### src/rtl/microwave_ctrl.sv
// microwave_ctrl -- cooking sequencer for a microwave oven.
//
// Watches the start/stop buttons and the door switch, drives the
// magnetron, lamp and buzzer, and steps an external chain of
// down-counting timer digits through count_en / clear_n.
//
// Ports:
//   clk          in   rising-edge clock for all state
//   clr          in   synchronous active-high reset
//   start        in   start button level (synchronous to clk)
//   stop         in   stop/cancel button level (synchronous to clk)
//   door_closed  in   1 = door closed
//   zero_all     in   1 = all timer digits read zero
//   count_en     out  one-cycle decrement strobe to the LS timer digit
//   clear_n      out  active-low one-cycle clear of all timer digits
//   mag_on       out  magnetron drive
//   lamp         out  cavity lamp
//   beep         out  buzzer drive
//   state        out  state code: IDLE=0, COOK=1, PAUSE=2, DONE=3
//
// Button handshake: a press is the rising edge of the button level
// (level high now, low in the previous cycle); holding a button down
// produces exactly one press.

module microwave_ctrl #(
    parameter int TICK_DIV  = 100,
    parameter int BEEP_SECS = 3
) (
    input  logic       clk,
    input  logic       clr,
    input  logic       start,
    input  logic       stop,
    input  logic       door_closed,
    input  logic       zero_all,
    output logic       count_en,
    output logic       clear_n,
    output logic       mag_on,
    output logic       lamp,
    output logic       beep,
    output logic [1:0] state
);

    localparam int PW = (TICK_DIV > 1) ? $clog2(TICK_DIV) : 1;
    localparam int BW = $clog2(BEEP_SECS + 1);

    localparam logic [PW-1:0] PRESC_MAX = PW'(TICK_DIV - 1);
    localparam logic [BW-1:0] BEEP_LAST = BW'(BEEP_SECS - 1);

    typedef enum logic [1:0] {
        ST_IDLE  = 2'd0,
        ST_COOK  = 2'd1,
        ST_PAUSE = 2'd2,
        ST_DONE  = 2'd3
    } state_t;

    state_t        state_q,      state_d;
    logic [PW-1:0] presc_q,      presc_d;
    logic [BW-1:0] beep_cnt_q,   beep_cnt_d;
    logic          start_prev_q, start_prev_d;
    logic          stop_prev_q,  stop_prev_d;
    logic          clear_n_q,    clear_n_d;

    logic          start_press;
    logic          stop_press;
    logic          wrap;
    logic [PW-1:0] presc_inc;

    assign start_press = start & ~start_prev_q;
    assign stop_press  = stop  & ~stop_prev_q;
    assign wrap        = (presc_q == PRESC_MAX);
    assign presc_inc   = wrap ? '0 : presc_q + 1'b1;

    always_comb begin
        state_d      = state_q;
        presc_d      = presc_q;
        beep_cnt_d   = beep_cnt_q;
        clear_n_d    = 1'b1;
        start_prev_d = start;
        stop_prev_d  = stop;
        count_en     = 1'b0;

        case (state_q)
            ST_IDLE: begin
                if (stop_press) begin
                    clear_n_d = 1'b0;
                end else if (start_press && door_closed && !zero_all) begin
                    state_d = ST_COOK;
                    presc_d = '0;
                end
            end

            ST_COOK: begin
                // The prescaler runs in every COOK cycle, including the one
                // that leaves for PAUSE; only entry to DONE restarts it.
                presc_d = presc_inc;
                if (!door_closed) begin
                    state_d = ST_PAUSE;
                end else if (stop_press) begin
                    state_d = ST_PAUSE;
                end else if (zero_all) begin
                    state_d    = ST_DONE;
                    presc_d    = '0;
                    beep_cnt_d = '0;
                end else begin
                    // Reaching this branch already implies door closed,
                    // no stop press and digits non-zero.
                    count_en = wrap;
                end
            end

            ST_PAUSE: begin
                // Stop wins over a simultaneous start; prescaler is held so
                // the partial second is resumed on return to COOK.
                if (stop_press) begin
                    state_d   = ST_IDLE;
                    clear_n_d = 1'b0;
                end else if (start_press && door_closed) begin
                    state_d = ST_COOK;
                end
            end

            ST_DONE: begin
                presc_d = presc_inc;
                if (stop_press || !door_closed) begin
                    state_d = ST_IDLE;
                end else if (wrap) begin
                    if (beep_cnt_q == BEEP_LAST) begin
                        state_d    = ST_IDLE;
                        beep_cnt_d = '0;
                    end else begin
                        beep_cnt_d = beep_cnt_q + 1'b1;
                    end
                end
            end

            default: begin
                state_d = ST_IDLE;
            end
        endcase
    end

    always_ff @(posedge clk) begin
        if (clr) begin
            state_q      <= ST_IDLE;
            presc_q      <= '0;
            beep_cnt_q   <= '0;
            start_prev_q <= 1'b0;
            stop_prev_q  <= 1'b0;
            clear_n_q    <= 1'b0;  // reset also wipes the timer digits
        end else begin
            state_q      <= state_d;
            presc_q      <= presc_d;
            beep_cnt_q   <= beep_cnt_d;
            start_prev_q <= start_prev_d;
            stop_prev_q  <= stop_prev_d;
            clear_n_q    <= clear_n_d;
        end
    end

    assign clear_n = clear_n_q;
    assign mag_on  = (state_q == ST_COOK);
    assign lamp    = (state_q == ST_COOK) | ~door_closed;
    assign beep    = (state_q == ST_DONE);
    assign state   = state_q;

endmodule

### config.mk
export PLATFORM = sky130hd
export DESIGN_NAME = microwave_ctrl
export DESIGN_NICKNAME = d
export VERILOG_FILES = /design/src/rtl/microwave_ctrl.sv
export SDC_FILE = /design/constraint.sdc
export NUM_CORES = 1
export LEC_CHECK = 0
export ABC_AREA = 1
export BUFFER_PORTS_ARGS = -buffer_cell sky130_fd_sc_hd__buf_4
export CORE_AREA = 2 2 42 48
export CTS_BUF_LIST = sky130_fd_sc_hd__clkbuf_8 sky130_fd_sc_hd__clkbuf_16
export CTS_CLUSTER_DIAMETER = 120
export DETAILED_ROUTE_END_ITERATION = 10
export DIE_AREA = 0 0 44 50
export PLACE_DENSITY = 0.84
export SETUP_SLACK_MARGIN = 0.1
export SLEW_MARGIN = 15
export SYNTH_ARGS = -nofsm -noshare
export SYNTH_HDL_FRONTEND = slang
export SYNTH_SLANG_ARGS = --single-unit
export TNS_END_PERCENT = 10
### constraint.sdc
create_clock -name clk -period 1.35 [get_ports clk]
set_input_delay 0.0675 -clock clk [delete_from_list [all_inputs] [get_ports clk]]
set_output_delay 0.0675 -clock clk [all_outputs]
set_load 0.005 [all_outputs]
Word level (Yosys, flattened, before mapping)
Cells that the tools add are included.
{"block": "op_classes", "n_addsub": 2, "eq_ne": 16, "muxes": 31, "bitwise_logic": 6, "reduce_logical": 12}
{"cell": "two-way mux 7 bit", "count": 6}
{"cell": "two-way mux 2 bit", "count": 16}
{"cell": "one-hot mux 7 bit (3 select lines)", "count": 1}
{"cell": "!= test 2 bit, second input constant", "count": 6}
{"cell": "AND reduction 6 bit", "count": 2}
{"cell": "one-hot mux 2 bit (4 select lines)", "count": 1}
{"cell": "adder 7 x 1 -> 7 bit, second input constant", "count": 1}
{"cell": "equality test 7 bit, second input constant", "count": 1}
{"cell": "equality test 2 bit, second input constant", "count": 3}
{"cell": "two-way mux 1 bit", "count": 6}
{"cell": "!= test 3 x 1 -> 1 bit, second input constant", "count": 2}
{"cell": "!= test 4 x 3 -> 1 bit, second input constant", "count": 1}
{"cell": "one-hot mux 2 bit (2 select lines)", "count": 1}
{"cell": "!= test 3 bit, second input constant", "count": 1}
{"cell": "NOT 1 bit", "count": 3}
{"cell": "AND reduction 3 bit", "count": 1}
{"cell": "nonzero test 3 bit", "count": 1}
{"cell": "adder 2 x 1 -> 2 bit, second input constant", "count": 1}
{"cell": "bitwise AND 1 bit", "count": 2}
{"cell": "equality test 2 x 1 -> 1 bit, second input constant", "count": 1}
{"cell": "logical AND 1 bit", "count": 2}
{"cell": "zero test 1 bit", "count": 2}
{"cell": "zero test 2 bit", "count": 1}
{"cell": "!= test 2 x 1 -> 1 bit, second input constant", "count": 1}
{"cell": "other kinds (4)", "count": 4}
{"block": "totals", "register_bits": 14, "inputBits": 6, "out_inout_bits": 7, "wordCells": 73}

Longest topological paths before layout
Gate-level depths: netlist of run 1.
{"block": "logic_depth", "depth_word": 7, "depth_mapped": 9, "depth_no_buf": 9}

Worst setup path before layout of run 1
OpenSTA, ideal clock, no wires.
{"block": "synth_path", "path_kind": "reg2reg", "from": "reg presc_q[0]", "to": "reg beep_cnt_q[1]", "setup_ns": 0.119, "arrival_ns": 1.125, "required_time_ns": 1.231, "path_slack_ns": 0.106, "stages_incl_launch_ff": 9, "n_path_buf": 0, "synth_period_minus_slack_ns": 1.244, "path_cell_list": "dfxtp_1 > ha_1 > nand2_1 > nor2_1 > nand2_1 > nand2_1 > nand2_1 > o21ai_0 > a21oi_1"}
{"block": "synth_via", "elab_chain_cells": 3}
{"item": "start: declaration", "line_no": "57", "source": "logic [PW-1:0] presc_q, presc_d;"}
{"item": "start signal: assignment", "line_no": "152", "source": "presc_q <= presc_d;"}
{"item": "equality test 7 bit", "line_no": "70", "source": "assign wrap = (presc_q == PRESC_MAX);"}
{"item": "!= test 2 x 1 -> 1 bit (no line)"}
{"item": "AND reduction 6 bit (no line)"}
{"item": "end signal: assignment", "line_no": "153", "source": "beep_cnt_q <= beep_cnt_d;"}
{"item": "end: declaration", "line_no": "58", "source": "logic [BW-1:0] beep_cnt_q, beep_cnt_d;"}
Every way passes these cells.
A chain may end at the register's enable or synchronous reset.

Worst setup path in the final report of run 1
{"block": "layout_path", "from": "reg presc_q[1]", "to": "reg state_q[1], in the netlist state[1]"}
{"block": "layout_via", "elab_chain_cells": 3}
{"item": "equality test 7 bit", "line_no": "70"}
{"item": "!= test 3 x 1 -> 1 bit (no line)"}
{"item": "AND reduction 6 bit (no line)"}
{"item": "end signal: assignment", "line_no": "151", "source": "state_q <= state_d;"}
{"item": "end: declaration", "line_no": "56", "source": "state_t state_q, state_d;"}
Every way passes these cells.

==> metrics.md, run 1 <==
| Metric | Value |
|---|---|
| Hold Path Class | `in2reg` |
| Vias in the first global route | `945` |
| # H-tree levels | `1` |
| Remaining DRCs | `0` |
| First-pass iteration count of the detailed router | `4` |
| Critical path startpoint category | `flip-flop` |
| Core Area | `1720 um2` |
| Cell mode on critical path | `nand2_2` |
| Crit path DAT | `1.44 ns` |
| Critical Path RT | `around 1.5 ns` |
| Worst Skew | `0.00172 ns` |
| Crit Path Max Fanout | `3` |
| Fin crit share | `0.934` |
| Post-Syn Nets | `149` |
| Ant. Diodes | `0` |
| Number of buffers added on ports | `12` |
| Syn. warnings | `0` |
| Maximum clock rate | `793 MHz` |
| Nets | `170` |
| Clk pwr share | `0.348` |
| Detailed-route via count | `roughly 980` |
| GRT Overall Usage | `0.230` |
| Final setup viols | `0` |
| CTS Buffer Depth | `2` |
| Top cell family by delay on the critical path | `simple AND/OR/NAND/NOR gates` |
| CTS tree | `done` |
| Worst-path cell chain | `ha_4, nand2_2, nor2_4, buf_4, nand3_1, nand2_2, nand3_2, a21oi_2` |
| Antenna viol nets, final | `0` |
| First-pass GRT wire length | `3770 um` |
| Largest net degree at the start of global routing | `10` |
| Worst R2R Start | `presc_q[1]$_SDFFE_PP0P_` |
| Critical-path top delay cell | `dfxtp_2` |
| RSZ-0062 raised after global routing | `true` |
| Synth Register Bits | `14` |
| Worst VDD drop | `between 0.7 and 0.8 mV` |
| Final GP Congestion | `just under 0.9` |
| I/O pins | `13` |
| Hold Path Origin | `clr` |
| Max stage delay on crit path | `between 0.3 and 0.4 ns` |
| CTS root buf | `clkbuf_8` |
| GRT overflow | `0` |
| Hold buffer count at cts | `0` |
| Min cycle time layout | `about 1.3 ns` |
| Worst-Skew Late Latency | `0.25 ns` |
| CTS buffer count | `3` |
| Via density | `5.43` |
| Inst Count DP | `172` |
| Post-Syn Instances | `roughly 140` |
| Multi-input gate area | `roughly 560 um2` |
| Die W | `44 um` |
| Sequential power share | `0.390` |
| Max cap viols | `0` |
| Slew at the pin closest to its max-slew limit | `0.283 ns` |
| Setup CP Type | `reg2reg` |
| DRT iter0 DRCs | `48` |
| Area grow syn2layout | `27.4%` |
| Max-slew violations | `0` |
| P_sw | `368 uW` |
| Die area | `2200 um2` |
| Unique cell type count in the Yosys netlist | `23` |
| Clk slew on worst S/H paths | `around 0.06 ns` |
| Layout cells sized above 1 | `0.333` |
| Final hold vios | `0` |
| Comb pwr share | `0.262` |
| Filler cells | `about 130` |
| Non-filler cells, final | `180` |
| Max-slew headroom | `0.811` |
| Post-synthesis sequential area ratio | `0.315` |
| Switching part of the total | `0.308` |
| Mapped Area | `approximately 890 um2` |
| Internal power | `slightly above 800 uW` |
| Die Ht | `50 um` |
| Outcome | `complete, no violations` |
| Synth Area per Inst | `6.27 um2` |
| Site Rows | `16` |
| Clk sinks | `14` |
| WL/cell | `12.6 um` |
| CP endpoint kind | `flip-flop` |
| Pwr Density | `1050 nW/um2` |
| WP buf/inv | `1` |
| Starting density of the core | `0.517` |
| Leak pwr | `0.000515 uW` |
| Storage element area | `between 200 and 300 um2` |
| Setup crit start | `presc_q[1]$_SDFFE_PP0P_` |
| Routed WL | `2270 um` |
| Detailed placer's ending HPWL | `1590 um` |
| Initial antenna violation count | `0` |
| Sum Neg Setup Slack | `0 ns` |
[logic make-up (layout without fill, tap and decap cells)]
| logic type | Yosys count | count (layout) | share of synthesized area |
|---|---|---|---|
| buffers and inverters | 22 | 42 | 0.105 |
| adder cells (fa/ha/maj) | 1 | 1 | 0.0140 |
| AND/OR/NAND/NOR | 96 | 96 | 0.504 |
| AO/OA/AOI/OAI | 9 | 9 | 0.0618 |
| flip-flops | 14 | 14 | 0.315 |
[Yosys cell counts, drive strengths merged]
cell     n  area (um2)
dfxtp   14         280
inv     20        75.1
or2      1        6.26
ha       1        12.5
nor3     4        25.0
nor2    28         128
nand2   44         190
buf      2        18.8
nand3b   1        7.51
o21ai    4        20.0
nand4    2        12.5
o21bai   1        11.3
a21oi    4        23.8
nand3   16        80.1
[cells in the final DEF, fill, tap and decap left out]
cell	n
a21oi_1	3
a21oi_2	1
buf_4	18
clkbuf_8	4
dfxtp_1	10
dfxtp_2	3
dfxtp_4	1
ha_4	1
inv_1	16
inv_2	4
nand2_1	34
nand2_2	8
nand2_4	2
nand3_1	15
nand3_2	1
nand3b_1	1
nand4_1	2
nor2_1	19
nor2_2	6
nor2_4	3
nor3_1	3
nor3_2	1
o21ai_0	3
o21ai_1	1
o21bai_2	1
or2_0	1
[state kept, by name, indices dropped and copies added, names as in the netlist]
signal and count:
beep_cnt_q 2, clear_n 1, presc_q 7, start_prev_q 1, state 2, stop_prev_q 1
[worst reg2reg max path, delay by kind of cell, from the launching register on]
kind / cells / cell delay, ns
simple gates: 5 / 0.44
fa+ha+maj: 1 / 0.14
buf+inv: 1 / 0.11
flops: 1 / 0.35
compound gates: 1 / 0.14
[final timing paths]
check,to,slack [ns],cells past startpoint
min,state[1]$_SDFFE_PP0P_,0.03,2
min reg2reg,beep_cnt_q[0]$_SDFFE_PP0P_,0.50,2
max,state[1]$_SDFFE_PP0P_,0.09,8
max reg2reg,state[1]$_SDFFE_PP0P_,0.09,8
[timing repair]
| action | 4_1_cts | 5_1_grt |
|---|---|---|
| buffers inserted | 3 | 1 |
| resized for setup | 10 | 7 |
| pin swaps | 3 | 2 |
| setup endpoints to repair | 11 | 9 |
[routing by layer]
metal  part of all wire  wire, um  global-route usage  vias up
met2               0.51      1160               0.392       48
met1               0.41       920               0.252      435
met3              0.053       121              0.0586        9
met4              0.029        65               0.126        0
met5                  0         0                   0        -
li1                   -         -                   -      485
[power groups by stage]
stage / clock network, uW / logic, uW / registers, uW
finish: 416 / 313 / 466
global route: 441 / 344 / 468
CTS: 419 / 282 / 471
detailed placement: 0 / 267 / 475
global placement: 0 / 259 / 473
floorplan: 0 / 205 / 458
[metrics by stage]
step	total power, uW	cell area, um2	util	hold slack (ns)	setup WS, ns
2_1_floorplan	663	891	-	0.130	0.106
4_1_cts	1170	1100	0.642	0.0293	0.0867
5_1_grt	1250	1130	0.659	0.0425	0.00995
6_report	1200	1130	0.659	0.0272	0.0888
3_3_place_gp	732	1000	0.581	0.290	0.0664
3_5_place_dp	742	1000	0.581	0.297	0.0568
[cell type report]
class	instances	area share
Clock buffer	4	0.0485
Inverter	20	0.0662
Multi-Input combinational cell	106	0.493
Sequential cell	14	0.254
Tap cell	18	0.0198
Timing Repair Buffer	18	0.119
No activity file was read; power rests on OpenSTA's default activity.
==> inputs of run 2 (changes only) <==
--- a/config.mk
+++ b/config.mk
@@ -7,12 +7,12 @@
 export LEC_CHECK = 0
 export ABC_AREA = 1
 export BUFFER_PORTS_ARGS = -buffer_cell sky130_fd_sc_hd__buf_4
-export CORE_AREA = 2 2 42 48
+export CORE_AREA = 2 2 48 55
 export CTS_BUF_LIST = sky130_fd_sc_hd__clkbuf_8 sky130_fd_sc_hd__clkbuf_16
 export CTS_CLUSTER_DIAMETER = 120
 export DETAILED_ROUTE_END_ITERATION = 10
-export DIE_AREA = 0 0 44 50
-export PLACE_DENSITY = 0.84
+export DIE_AREA = 0 0 50 57
+export PLACE_DENSITY = 0.69
 export SETUP_SLACK_MARGIN = 0.1
 export SLEW_MARGIN = 15
 export SYNTH_ARGS = -nofsm -noshare
==> run 2 against run 1 <==
Against the previous run:
- non-clock buffer count down 1
- die area up 30%
- sequential share of layout area up 0.22 points
- flip-flop and latch count unchanged
- clock skew down 0.0011 ns
- power down 0.78%
- sequential power about the same
- global-route usage down 8.2 points
- fmax up 1.0%
- first-iteration DRC count down 58%
- final area down 0.44%
- highest routed layer unchanged
==> metrics.md, run 2 (same netlist as run 1, synthesis figures left out) <==
| Metric | Value |
|---|---|
| Number of buffers added on ports | `12` |
| Final hold vios | `0` |
| # H-tree levels | `1` |
| Routed WL | `1940 um` |
| Site Rows | `19` |
| Clk sinks | `14` |
| CTS tree | `done` |
| Final GP Congestion | `0.859` |
| CTS root buf | `clkbuf_8` |
| Die W | `approximately 50 um` |
| Max stage delay on crit path | `0.35 ns` |
| RSZ-0062 raised after global routing | `true` |
| Vias in the first global route | `869` |
| Worst-Skew Late Latency | `roughly 0.25 ns` |
| CTS buffer count | `3` |
| Worst VDD drop | `0.798 mV` |
| Max-slew violations | `0` |
| Sum Neg Setup Slack | `0 ns` |
| Die Ht | `57 um` |
| Reg-to-reg slack, setup | `0.18 ns` |
| Hold depth | `2` |
| Max cap viols | `0` |
| First-pass GRT wire length | `~3300 um` |
| Core Area | `about 2400 um2` |
| GRT overflow | `0` |
| Commonest non-fill, non-tap cell in the layout | `nand2_1` |
| Layout cells sized above 1 | `0.304` |
| Critical Path RT | `1.28 ns` |
| Die area | `2850 um2` |
| Hold Path Origin | `clr` |
| Slew at the pin closest to its max-slew limit | `roughly 0.28 ns` |
| Hold Path End | `state[1]$_SDFFE_PP0P_` |
| Min cycle time layout | `1.25 ns` |
| Leak pwr | `0.000508 uW` |
| Max-slew headroom | `0.810` |
| WL/cell | `10.1 um` |
| Largest net degree at the start of global routing | `9` |
| Pwr Density | `roughly 1000 nW/um2` |
| First-pass iteration count of the detailed router | `4` |
| Worst Skew | `0.000578 ns` |
| Outcome | `complete, no violations` |
| Multi-input gate area | `544 um2` |
| Setup CP Type | `reg2out` |
| DRT iter0 DRCs | `20` |
| Starting density of the core | `0.379` |
| Hold Path Class | `in2reg` |
| CP endpoint kind | `output pin` |
| Filler cells | `235` |
| Clk slew on worst S/H paths | `0.06 ns` |
| Nets | `169` |
| Antenna viol nets, final | `0` |
| Initial antenna violation count | `0` |
| Detailed placer's ending HPWL | `1470 um` |
| Critical path startpoint category | `flip-flop` |
| Fin crit share | `0.925` |
| Worst R2R Start | `presc_q[1]$_SDFFE_PP0P_` |
| Maximum clock rate | `801 MHz` |
| Storage element area | `289 um2` |
| RR Endpoint | `presc_q[2]$_SDFFE_PP0P_` |
| GRT Overall Usage | `0.148` |
| Detailed-route via count | `910` |
| Via density | `4.74` |
| Cell mode on critical path | `nand2_2` |
| Most frequent cells in the layout | `36 x nand2_1, 21 x nor2_1, 17 x buf_4, 16 x inv_1, 16 x nand3_1` |
| Final core utilization | `0.480` |
| Area grow syn2layout | `26.8%` |
| Remaining DRCs | `0` |
| Max FFs per register | `7` |
| CTS Buffer Depth | `2` |
| Hold buffer count at cts | `0` |
| Worst-path cell chain | `ha_4, nand2_2, nor2_4, nand2_2, nor2_1, buf_4` |
| Crit Path Max Fanout | `3` |
| I/O pins | `13` |
| Reg2Reg Depth | `8` |
| Crit path DAT | `between 1 and 1.5 ns` |
| Largest reg by FF count | `presc_q` |
| Final setup viols | `0` |
| Critical-path top delay cell | `dfxtp_2` |
| Ant. Diodes | `0` |
==> run 2: cell type report <==
class / instances / share of cell area
tap: 31 / 0.0343
sequential: 14 / 0.256
timing repair buffer: 17 / 0.113
inverter: 20 / 0.0664
multi-input combinational: 106 / 0.482
clock buffer: 4 / 0.0487
==> run 2: stage by stage <==
step,cell area (um2),setup slack (ns),hold slack (ns),power (uW),std cells
CTS,1110,0.0734,0.0297,1180,192
detailed placement,1020,0.0521,0.293,746,186
global placement,1020,0.102,0.291,743,186
global route,1130,0.0121,0.0284,1240,192
floorplan,891,0.106,0.130,663,142
finish,1130,0.101,0.0175,1190,192
==> run 2: worst max path at each step <==
| stage | from | endpoint | depth (start not counted) |
|---|---|---|---|
| after global routing | state[0]$_SDFFE_PP0P_ | count_en | 4 |
| after floorplan | presc_q[0]$_SDFFE_PP0P_ | beep_cnt_q[1]$_SDFFE_PP0P_ | 8 |
| final | presc_q[1]$_SDFFE_PP0P_ | count_en | 6 |
| after global placement | presc_q[1]$_SDFFE_PP0P_ | beep_cnt_q[1]$_SDFFE_PP0P_ | 8 |
| after detailed placement | presc_q[0]$_SDFFE_PP0P_ | beep_cnt_q[1]$_SDFFE_PP0P_ | 8 |
| after CTS | presc_q[1]$_SDFFE_PP0P_ | count_en | 6 |
==> run 2: routing by layer <==
layer / vias to the layer above / global-route usage / share of wire
met2: 18 / 0.265 / 0.52
met1: 410 / 0.162 / 0.43
met5: - / 0 / 0
met3: 5 / 0.0236 / 0.029
li1: 477 / - / -
met4: 0 / 0.0913 / 0.021
==> run 2: worst max-delay path: cells and delay by family, from the launching register on <==
kind,cells,cell delay (ns)
flip-flops,1,0.35
AND/OR/NAND/NOR,4,0.32
adder cells (fa/ha/maj),1,0.14
buffers and inverters,1,0.12
==> run 2: power breakdown <==
part,internal (uW),switching [uW]
combinational,126,167
clock,259,166
sequential,440,28.0
total,825,360
==> run 2: repair_timing <==
action                                  CTS  global route
endpoints found under the setup margin    7             9
pin swaps                                 3             1
gates resized for setup                   7             7
buffers inserted                          2             0
